## config.mk

```make
export PLATFORM = sky130hd
export DESIGN_NAME = dcache_store_buffer_flat
export DESIGN_NICKNAME = d
export VERILOG_FILES = /design/src/rtl/dcache_pkg.sv /design/src/rtl/dcache_store_buffer_if.sv /design/src/rtl/dcache_sb_expand.sv /design/src/rtl/dcache_store_buffer.sv /design/src/flat_wrapper.sv
export SDC_FILE = /design/constraint.sdc
export NUM_CORES = 1
export LEC_CHECK = 0
export ABC_CLOCK_PERIOD_IN_PS = 3800
export CORE_ASPECT_RATIO = 0.75
export CORE_MARGIN = 2
export CORE_UTILIZATION = 49
export DETAILED_ROUTE_END_ITERATION = 10
export GPL_TIMING_DRIVEN = 0
export MAX_ROUTING_LAYER = met4
export PLACE_DENSITY = 0.84
export SLEW_MARGIN = 15
export SYNTH_ARGS = -nofsm -noshare
export SYNTH_HDL_FRONTEND = slang
export SYNTH_SLANG_ARGS = --single-unit
```

## constraint.sdc

```tcl
create_clock -name clk -period 3.8 [get_ports clk]
set_input_delay 0.76 -clock clk [delete_from_list [all_inputs] [get_ports clk]]
set_output_delay 0.76 -clock clk [all_outputs]
set_load 0.005 [all_outputs]
```

## src/rtl/dcache_pkg.sv

```systemverilog
// Shared data-cache types: line geometry, store-buffer entry record and byte-merge helper.
package dcache_pkg;

    localparam int SET_W_DEFAULT = 4;
    localparam int LINE_BYTES    = 32;
    localparam int LINE_BITS     = LINE_BYTES * 8;

    typedef struct packed {
        logic [SET_W_DEFAULT-1:0] set;
        logic [LINE_BYTES-1:0]    mask;
        logic [LINE_BITS-1:0]     data;
    } sb_entry_t;

    // Newer bytes win wherever the incoming byte-enable is set.
    function automatic logic [LINE_BITS-1:0] merge_bytes(
        input logic [LINE_BITS-1:0]  old_data,
        input logic [LINE_BITS-1:0]  new_data,
        input logic [LINE_BYTES-1:0] new_mask
    );
        logic [LINE_BITS-1:0] res;
        for (int b = 0; b < LINE_BYTES; b++) begin
            res[8*b +: 8] = new_mask[b] ? new_data[8*b +: 8] : old_data[8*b +: 8];
        end
        return res;
    endfunction

endpackage

```

## src/rtl/dcache_store_buffer_if.sv

```systemverilog
// Store-buffer bundle: committed-store handshake, data-array write port, load-conflict query, drain status.
interface dcache_store_buffer_if
    import dcache_pkg::*;
#(
    parameter int SET_W = SET_W_DEFAULT
);
    logic                  st_valid_i;
    logic                  st_ready_o;
    logic [SET_W-1:0]      st_set_i;
    logic [2:0]            st_off_i;
    logic [3:0]            st_mask_i;
    logic [31:0]           st_data_i;
    logic                  sram_grant_i;
    logic                  sram_csb_o;
    logic                  sram_web_o;
    logic [SET_W-1:0]      sram_addr_o;
    logic [LINE_BYTES-1:0] sram_wmask_o;
    logic [LINE_BITS-1:0]  sram_din_o;
    logic [SET_W-1:0]      lk_set_i;
    logic                  lk_hit_o;
    logic                  empty_o;

    modport master (
        output st_valid_i, st_set_i, st_off_i, st_mask_i, st_data_i, sram_grant_i, lk_set_i,
        input  st_ready_o, sram_csb_o, sram_web_o, sram_addr_o, sram_wmask_o, sram_din_o,
        input  lk_hit_o, empty_o
    );

    modport slave (
        input  st_valid_i, st_set_i, st_off_i, st_mask_i, st_data_i, sram_grant_i, lk_set_i,
        output st_ready_o, sram_csb_o, sram_web_o, sram_addr_o, sram_wmask_o, sram_din_o,
        output lk_hit_o, empty_o
    );

endinterface

```

## src/rtl/dcache_sb_expand.sv

```systemverilog
// Expands a 32-bit word store into a full-line byte mask and word-replicated line data.
module dcache_sb_expand
    import dcache_pkg::*;
(
    input  logic [2:0]            off,
    input  logic [3:0]            mask,
    input  logic [31:0]           data,
    output logic [LINE_BYTES-1:0] line_mask,
    output logic [LINE_BITS-1:0]  line_data
);

    // Word offset selects the 4-bit lane; data is simply copied into every word.
    always_comb begin
        line_mask = LINE_BYTES'(mask) << {off, 2'b00};
        line_data = {8{data}};
    end

endmodule

```

## src/rtl/dcache_store_buffer.sv

```systemverilog
// Data-cache store buffer: FIFO of line writes drained into the data array when granted.
// Optional build macro STORE_COALESCE_EN merges stores into the youngest entry of the same set.
module dcache_store_buffer
    import dcache_pkg::*;
#(
    parameter int DEPTH = 4,
    parameter int SET_W = SET_W_DEFAULT
) (
    input  logic                  clk,
    input  logic                  rst,
    dcache_store_buffer_if.slave  sb
);

    localparam int PTR_W = $clog2(DEPTH);
    localparam int CNT_W = PTR_W + 1;

    sb_entry_t             mem_r [DEPTH];
    logic [PTR_W-1:0]      head_r;
    logic [PTR_W-1:0]      tail_r;
    logic [CNT_W-1:0]      count_r;

    logic [PTR_W-1:0]      young_s;
    logic [PTR_W-1:0]      rel_s;
    logic                  empty_s;
    logic                  full_s;
    logic                  pop_s;
    logic                  merge_s;
    logic                  ready_s;
    logic                  accept_s;
    logic                  push_s;
    logic                  hit_s;
    logic [LINE_BYTES-1:0] new_mask_s;
    logic [LINE_BITS-1:0]  new_data_s;
    sb_entry_t             head_s;

    dcache_sb_expand u_expand (
        .off       (sb.st_off_i),
        .mask      (sb.st_mask_i),
        .data      (sb.st_data_i),
        .line_mask (new_mask_s),
        .line_data (new_data_s)
    );

    // Occupancy, drain and accept decisions.
    always_comb begin
        empty_s = (count_r == CNT_W'(0));
        full_s  = (count_r == CNT_W'(DEPTH));
        young_s = tail_r - PTR_W'(1);
        head_s  = mem_r[head_r];
        pop_s   = !empty_s && sb.sram_grant_i;
`ifdef STORE_COALESCE_EN
        // The youngest is only popped when it is also the head.
        merge_s = !empty_s && (mem_r[young_s].set == SET_W_DEFAULT'(sb.st_set_i))
                  && !(pop_s && (count_r == CNT_W'(1)));
`else
        merge_s = 1'b0;
`endif
        ready_s  = !full_s || merge_s;
        accept_s = sb.st_valid_i && ready_s;
        push_s   = accept_s && !merge_s;
    end

    // Data-array write port, status and load-conflict query.
    always_comb begin
        sb.st_ready_o = ready_s;
        sb.empty_o    = empty_s;
        if (pop_s) begin
            sb.sram_csb_o   = 1'b0;
            sb.sram_web_o   = 1'b0;
            sb.sram_addr_o  = SET_W'(head_s.set);
            sb.sram_wmask_o = head_s.mask;
            sb.sram_din_o   = head_s.data;
        end else begin
            sb.sram_csb_o   = 1'b1;
            sb.sram_web_o   = 1'b1;
            sb.sram_addr_o  = SET_W'(0);
            sb.sram_wmask_o = {LINE_BYTES{1'b0}};
            sb.sram_din_o   = {LINE_BITS{1'b0}};
        end
        hit_s = 1'b0;
        rel_s = {PTR_W{1'b0}};
        for (int i = 0; i < DEPTH; i++) begin
            rel_s = PTR_W'(i) - head_r;
            if (({1'b0, rel_s} < count_r) && (SET_W'(mem_r[i].set) == sb.lk_set_i)) begin
                hit_s = 1'b1;
            end else begin
                hit_s = hit_s;
            end
        end
        sb.lk_hit_o = hit_s;
    end

    // Pointers and count; pointer wrap falls out of the power-of-two depth.
    always_ff @(posedge clk or posedge rst) begin
        if (rst) begin
            head_r  <= {PTR_W{1'b0}};
            tail_r  <= {PTR_W{1'b0}};
            count_r <= {CNT_W{1'b0}};
        end else begin
            if (pop_s) begin
                head_r <= head_r + PTR_W'(1);
            end
            if (push_s) begin
                tail_r <= tail_r + PTR_W'(1);
            end
            case ({push_s, pop_s})
                2'b10:   count_r <= count_r + CNT_W'(1);
                2'b01:   count_r <= count_r - CNT_W'(1);
                default: count_r <= count_r;
            endcase
        end
    end

    // Entry payload; stale contents are harmless because count gates validity.
    always_ff @(posedge clk) begin
        if (push_s) begin
            mem_r[tail_r] <= '{set:  SET_W_DEFAULT'(sb.st_set_i),
                               mask: new_mask_s,
                               data: new_data_s};
        end else if (merge_s && accept_s) begin
            mem_r[young_s].mask <= mem_r[young_s].mask | new_mask_s;
            mem_r[young_s].data <= merge_bytes(mem_r[young_s].data, new_data_s, new_mask_s);
        end
    end

endmodule

```

## src/flat_wrapper.sv

```systemverilog
// flat-port wrapper written by rule: the top's interface ports become plain ports
module dcache_store_buffer_flat import dcache_pkg::*;
#(
    parameter int DEPTH = 4,
    parameter int SET_W = SET_W_DEFAULT
)
  (clk, rst, sb_st_valid_i, sb_st_set_i, sb_st_off_i, sb_st_mask_i, sb_st_data_i, sb_sram_grant_i, sb_lk_set_i, sb_st_ready_o, sb_sram_csb_o, sb_sram_web_o, sb_sram_addr_o, sb_sram_wmask_o, sb_sram_din_o, sb_lk_hit_o, sb_empty_o);
  dcache_store_buffer_if #(.SET_W(SET_W)) sb_i ();
  input  logic clk;
  input  logic rst;
  input wire logic [$bits(sb_i.st_valid_i)-1:0] sb_st_valid_i;
  input wire logic [$bits(sb_i.st_set_i)-1:0] sb_st_set_i;
  input wire logic [$bits(sb_i.st_off_i)-1:0] sb_st_off_i;
  input wire logic [$bits(sb_i.st_mask_i)-1:0] sb_st_mask_i;
  input wire logic [$bits(sb_i.st_data_i)-1:0] sb_st_data_i;
  input wire logic [$bits(sb_i.sram_grant_i)-1:0] sb_sram_grant_i;
  input wire logic [$bits(sb_i.lk_set_i)-1:0] sb_lk_set_i;
  output wire logic [$bits(sb_i.st_ready_o)-1:0] sb_st_ready_o;
  output wire logic [$bits(sb_i.sram_csb_o)-1:0] sb_sram_csb_o;
  output wire logic [$bits(sb_i.sram_web_o)-1:0] sb_sram_web_o;
  output wire logic [$bits(sb_i.sram_addr_o)-1:0] sb_sram_addr_o;
  output wire logic [$bits(sb_i.sram_wmask_o)-1:0] sb_sram_wmask_o;
  output wire logic [$bits(sb_i.sram_din_o)-1:0] sb_sram_din_o;
  output wire logic [$bits(sb_i.lk_hit_o)-1:0] sb_lk_hit_o;
  output wire logic [$bits(sb_i.empty_o)-1:0] sb_empty_o;
  assign sb_i.st_valid_i = sb_st_valid_i;
  assign sb_i.st_set_i = sb_st_set_i;
  assign sb_i.st_off_i = sb_st_off_i;
  assign sb_i.st_mask_i = sb_st_mask_i;
  assign sb_i.st_data_i = sb_st_data_i;
  assign sb_i.sram_grant_i = sb_sram_grant_i;
  assign sb_i.lk_set_i = sb_lk_set_i;
  assign sb_st_ready_o = sb_i.st_ready_o;
  assign sb_sram_csb_o = sb_i.sram_csb_o;
  assign sb_sram_web_o = sb_i.sram_web_o;
  assign sb_sram_addr_o = sb_i.sram_addr_o;
  assign sb_sram_wmask_o = sb_i.sram_wmask_o;
  assign sb_sram_din_o = sb_i.sram_din_o;
  assign sb_lk_hit_o = sb_i.lk_hit_o;
  assign sb_empty_o = sb_i.empty_o;
  dcache_store_buffer #(.DEPTH(DEPTH), .SET_W(SET_W)) u_core (.clk(clk), .rst(rst), .sb(sb_i));
endmodule
```

-- Word level (Yosys, flattened, before mapping)
Memories as Yosys holds them, arrays and structs flattened.
Cells that the tools add are included.
- bits in registers: 7
- RAM bits: 1168
- bits of input ports: 51
- output and inout port bits: 297
- word-level logic and storage cells: 45
- memories: 1
- add/subtract/negate cells: 8
- $lt $le $gt $ge: 4
- eq/ne operators: 7
- shift-type cells: 1
- mux-type cells: 11
- reduce and logical (&&, ||, !) cells: 10
- memories (name ; words ; bits a word ; rd ports ; clocked after memory_dff ; write ports ; RTL line ; RTL):
    u_core.mem_r ; 4 ; 292 ; 5 ; 0 ; 1 ; dcache_store_buffer.sv:17 ; sb_entry_t mem_r [DEPTH];
- operator list (kind ; number):
    $mux 256 ; 1
    $mux 32 ; 1
    $shl 4x5->32 ; 1
    $eq 4x4->1 ; 4
    $lt 2x3->1 ; 4
    $mux 1 ; 7
    $logic_and 1x1->1 ; 6
    $pmux 3 s2 ; 1
    $add 2x1->2 const B ; 2
    $mux 4 ; 1
    $sub 1x2->2 const A ; 2
    $sub 2x2->2 const A ; 2
    $add 3x1->3 const B ; 1
    $eq 3x3->1 const B ; 1
    $logic_not 3->1 ; 1
    $sub 3x1->3 const B ; 1
    $eq 2x1->1 const B ; 1
    $eq 2x2->1 const B ; 1
    $logic_not 1->1 ; 2
    $reduce_bool 2->1 ; 1

-- Depth between registers and ports, before layout
- word-level depth: 7
- gate-level depth with buffers: 10
- gate-level depth less buffers: 10

-- Modules after synthesis
Synthesis repeated with hierarchy kept, for this count alone.
- cells, all modules: 2226
- area total of the unflattened synthesis: 47129.0 um2
- modules (own cells, without submodules) (module ; instances ; cells each ; area an instance (um2) ; sequential area each (um2)):
    dcache_store_buffer ; 1 ; 1929 ; 44814.2 ; 35248.8
    dcache_sb_expand ; 1 ; 297 ; 2314.7 ; 0.0

-- Worst setup path after synthesis
No wires, ideal clock.
- kind: input -> register
- start: input sb_st_valid_i
- end: memory u_core.mem_r[0][224] (netlist name), enable pin
- setup time: 0.434 ns
- data arrival time: 2.394 ns
- required time: 3.366 ns
- path slack: 0.972 ns
- stages: 1
- buffers on the path: 0
- path through: and3_1
- word-level cells in the longest chain between the ends: 3
- RTL lines (what ; RTL line ; RTL):
    from (decl) ; flat_wrapper.sv:11 ; input wire logic [$bits(sb_i.st_valid_i)-1:0] sb_st_valid_i;
    $logic_and 1x1->1 ; dcache_store_buffer.sv:59 ; accept_s = sb.st_valid_i && ready_s;
    $mux 1 ; dcache_store_buffer.sv:116 ; if (push_s) begin
    $mux 1 (implied by the code) ; dcache_store_buffer.sv:117 ; mem_r[tail_r] <= '{set: SET_W_DEFAULT'(sb.st_set_i),
    to (decl) ; dcache_store_buffer.sv:17 ;
Every way passes these cells.

-- Worst setup path in the final report
- start: input sb_sram_grant_i
- end: output sb_sram_din_o[85]
- word-level cells in the longest chain between the ends: 2
- RTL lines (what ; RTL line ; RTL):
    from (decl) ; flat_wrapper.sv:16 ; input wire logic [$bits(sb_i.sram_grant_i)-1:0] sb_sram_grant_i;
    $logic_and 1x1->1 ; dcache_store_buffer.sv:50 ; pop_s = !empty_s && sb.sram_grant_i;
    $mux 256 ; dcache_store_buffer.sv:67 ; if (pop_s) begin
    to (decl) ; flat_wrapper.sv:23 ; output wire logic [$bits(sb_i.sram_din_o)-1:0] sb_sram_din_o;
Every way passes these cells.

==> metrics.md <==
| Metric | Value |
|---|---|
| Slew Viols, Final | `0` |
| Largest area contributor in the netlist | `edfxtp_1` |
| Cell Int Power | `10.29 mW` |
| Register bit total from synthesis | `279` |
| Reg clk slew, reported paths | `70 ps` |
| Setup violations, final | `0` |
| WL final | `28710 um` |
| Final Net Count | `1222` |
| Seq/Total Area, Yosys | `0.6479` |
| Combinational share of power | `0.500` |
| Syn_area_per_cell | `16.49 sq um` |
| Core area | `0.02591 sq mm` |
| Seq pwr share | `0.304` |
| Wire length per cell | `18.80 um` |
| CTS tree | `done` |
| Synth Instances | `781` |
| Synth top area cells | `edfxtp_1 63%, buf_4 13%, mux4_2 12%` |
| Pin count of the biggest net entering global routing | `43` |
| Final worst slack | `191.5 ps` |
| Hold Vio Cnt, Final | `0` |
| Die area | `0.02761 sq mm` |
| CP top delay family | `buffers and inverters` |
| Fillcell total | `1751` |
| Fmax | `277.1 MHz` |
| Number of global-route vias before repair | `7326` |
| Critical Path Most Common Cell | `clkdlybuf4s50_1` |
| Area after DPL | `0.01690 sq mm` |
| Clock power share | `0.196` |
| Worst skew pair latency | `540 ps` |
| Cell Rows | `51` |
| Main synth FF type | `edfxtp_1` |
| Peak VDD IR | `517.2 uV` |
| Crit path max fanout | `10` |
| Pre-antenna DRT Iters | `4` |
| Switch Pwr | `3.860 mW` |
| Crit-path cells | `clkdlybuf4s50_1 > nand2b_4 > inv_2 > clkbuf_2 > and2_1 > buf_4 > clkdlybuf4s50_1` |
| Status | `complete, no violations` |
| Final setup skew | `19.91 ps` |
| Die Wd | `191.2 um` |
| Vias/cell | `4.809` |
| Synth Net Count | `842` |
| Net Sw Frac | `0.2728` |
| Yosys warnings | `0` |
| EDFF count, synth | `272` |
| Unrepaired setup endpoints after global routing | `false` |
| Total CTS buffers | `27` |
| Clock sink total | `279` |
| HP Class | `in -> async` |
| Fin cells | `1527` |
| Port-buffer cells | `347` |
| Layout Area Growth over Synthesis | `38.55%` |
| Height of the chip | `144.4 um` |
| Finished Cell Area | `0.01784 sq mm` |
| Post-route DRC | `0` |
| Number of buffers and inverters on the critical path | `5` |
| Slew HR | `0.5783` |
| CP peak stage delay | `500 ps` |
| Ys async rst share | `0.02509` |
| H-tree levels | `1` |
| Antenna Violating Nets Remaining | `0` |
| Gr ovfl total | `0` |
| Mapped Area | `0.01288 sq mm` |
| I/O Pins | `348` |
| Post-CTS Setup Inserts | `0` |
| Setup WS pre-CTS | `-76.72 ps` |
| Hold slack | `465.7 ps` |
| Synth top area share | `0.6343` |
| Least-Margin Pin Slew | `632.6 ps` |
| Initial antenna violation count | `1` |
| Count of cell types in the netlist | `28` |
| Leak | `6.551 nW` |
| First-pass GRT wire length | `42230 um` |
| Share of cells above drive strength 1 | `0.3105` |
| Post-DP HPWL | `20140 um` |
| Worst setup SP type | `primary input` |
| Slowest-stage cell, CP | `clkdlybuf4s50_1` |
| Clock buffer depth | `3` |
| Max Cap Viol | `0` |
| Post-layout util | `0.6887` |
| Iteration-0 DRC Markers | `485` |
| Period minus WS final | `3608 ps` |
| Power Dens Cells | `793.2 mW/mm^2` |
| Placed Cells | `1476` |
| Via Count | `7344` |
| Worst Path Required | `3040 ps` |
| Gpl congestion | `0.7571` |
| Worst Path Arrival | `2850 ps` |
| Tcrit/Tclk final | `0.9496` |
| Kind of critical path | `in -> out` |
| Starting Density | `0.4971` |
| Worst Setup End Kind | `output pin` |
| Root Buffer | `clkbuf_16` |
| Total Routing Usage GR | `0.2087` |
[final timing paths]
check	startpoint	end	slack (ps)	cells past startpoint
setup / recovery	sb_sram_grant_i	sb_sram_din_o[85]	190	7
setup reg to reg	u_core.count_r[1]	u_core.count_r[2]	1400	10
hold reg to reg	u_core.tail_r[1]	u_core.tail_r[1]	590	1
min in group clk	u_core.tail_r[1]	u_core.tail_r[1]	590	1
max in group asynchronous	rst	u_core.tail_r[1]	3090	2
hold / removal	rst	u_core.count_r[1]	470	2
[sequential cells by signal (all words and copies together), names as in the netlist]
name / flops
u_core.mem_r: 272
u_core.count_r: 3
u_core.head_r: 2
u_core.tail_r: 2
[power by group through the flow]
stage	Sequential [mW]	Clock [mW]	Combinational, mW
2_1_floorplan	4.32	0	3.69
3_3_place_gp	4.39	0	6.92
3_5_place_dp	4.36	0	7.15
4_1_cts	4.30	2.83	7.20
5_1_grt	4.35	2.94	7.62
6_report	4.30	2.77	7.08
[metrics by stage]
stage          power (mW)  TNS [ps]
2_1_floorplan       8.011         0
3_3_place_gp        11.32   -215120
3_5_place_dp        11.51     -2831
4_1_cts             14.33         0
5_1_grt             14.90         0
6_report            14.15         0
[cells in the final DEF (no fill, tap or decap), types with 2 or more instances in the layout]
cell / instances
clkbuf_1: 13
inv_1: 9
a21oi_1: 4
nand2_1: 7
buf_4: 226
clkbuf_2: 5
clkinv_2: 6
ha_1: 9
xnor2_1: 4
and2_1: 69
buf_2: 7
o21ai_0: 4
buf_16: 3
buf_6: 7
and3_4: 4
edfxtp_1: 272
nor2_1: 34
xor2_1: 19
dfrtp_1: 7
nor4_1: 4
nand2b_1: 7
mux4_2: 68
clkinv_1: 2
clkdlybuf4s50_1: 347
clkbuf_16: 27
bufinv_16: 5
clkinv_4: 2
[per-layer routing]
layer / track usage / wire, um / up-vias / share of wire
li1: - / - / 3400 / -
met1: 0.2578 / 11480 / 3652 / 0.40
met2: 0.3722 / 15070 / 261 / 0.53
met3: 0.03203 / 1731 / 31 / 0.060
met4: 0.03644 / 417 / 0 / 0.015
met5: - / 0 / - / 0
[cells by family after synthesis]
group | synth area share
DFF | 0.6479
muxes | 0.1206
and+or+nand+nor | 0.05596
adders and majority gates | 0.01030
buffers and inverters | 0.1465
xor gates and xnor gates | 0.01564
AOI/OAI and AO/OA | 0.003109
[layout make-up]
class	count	area (sq um)	area share
clock buffers	34	701.9	0.03934
diodes	1	2.502	0.0001403
well taps	344	430.4	0.02412
clock inverters	16	225.2	0.01262
inverters	10	37.54	0.002104
multi-input cells	241	2668	0.1495
flip-flops and latches	279	8343	0.4676
repair buffers	351	3576	0.2004
plain buffers	251	1858	0.1041
[cell usage after synthesis (4+ instances only)]
master,count
a21oi_1,4
and2_1,69
and3_1,4
buf_2,8
buf_4,225
buf_6,7
clkbuf_1,11
dfrtp_1,7
edfxtp_1,272
ha_1,9
inv_1,9
mux4_2,68
nand2_1,7
nand2b_1,7
nor2_1,34
nor4_1,4
o21ai_0,4
xnor2_1,4
xor2_1,19
[repair_timing]
action	CTS	global route
endpoints found under the setup margin	93	71
hold buffers	0	0
gates resized for setup	3	6
hold endpoints to repair	0	0
Note: power is estimated with default switching activity, not from simulation.
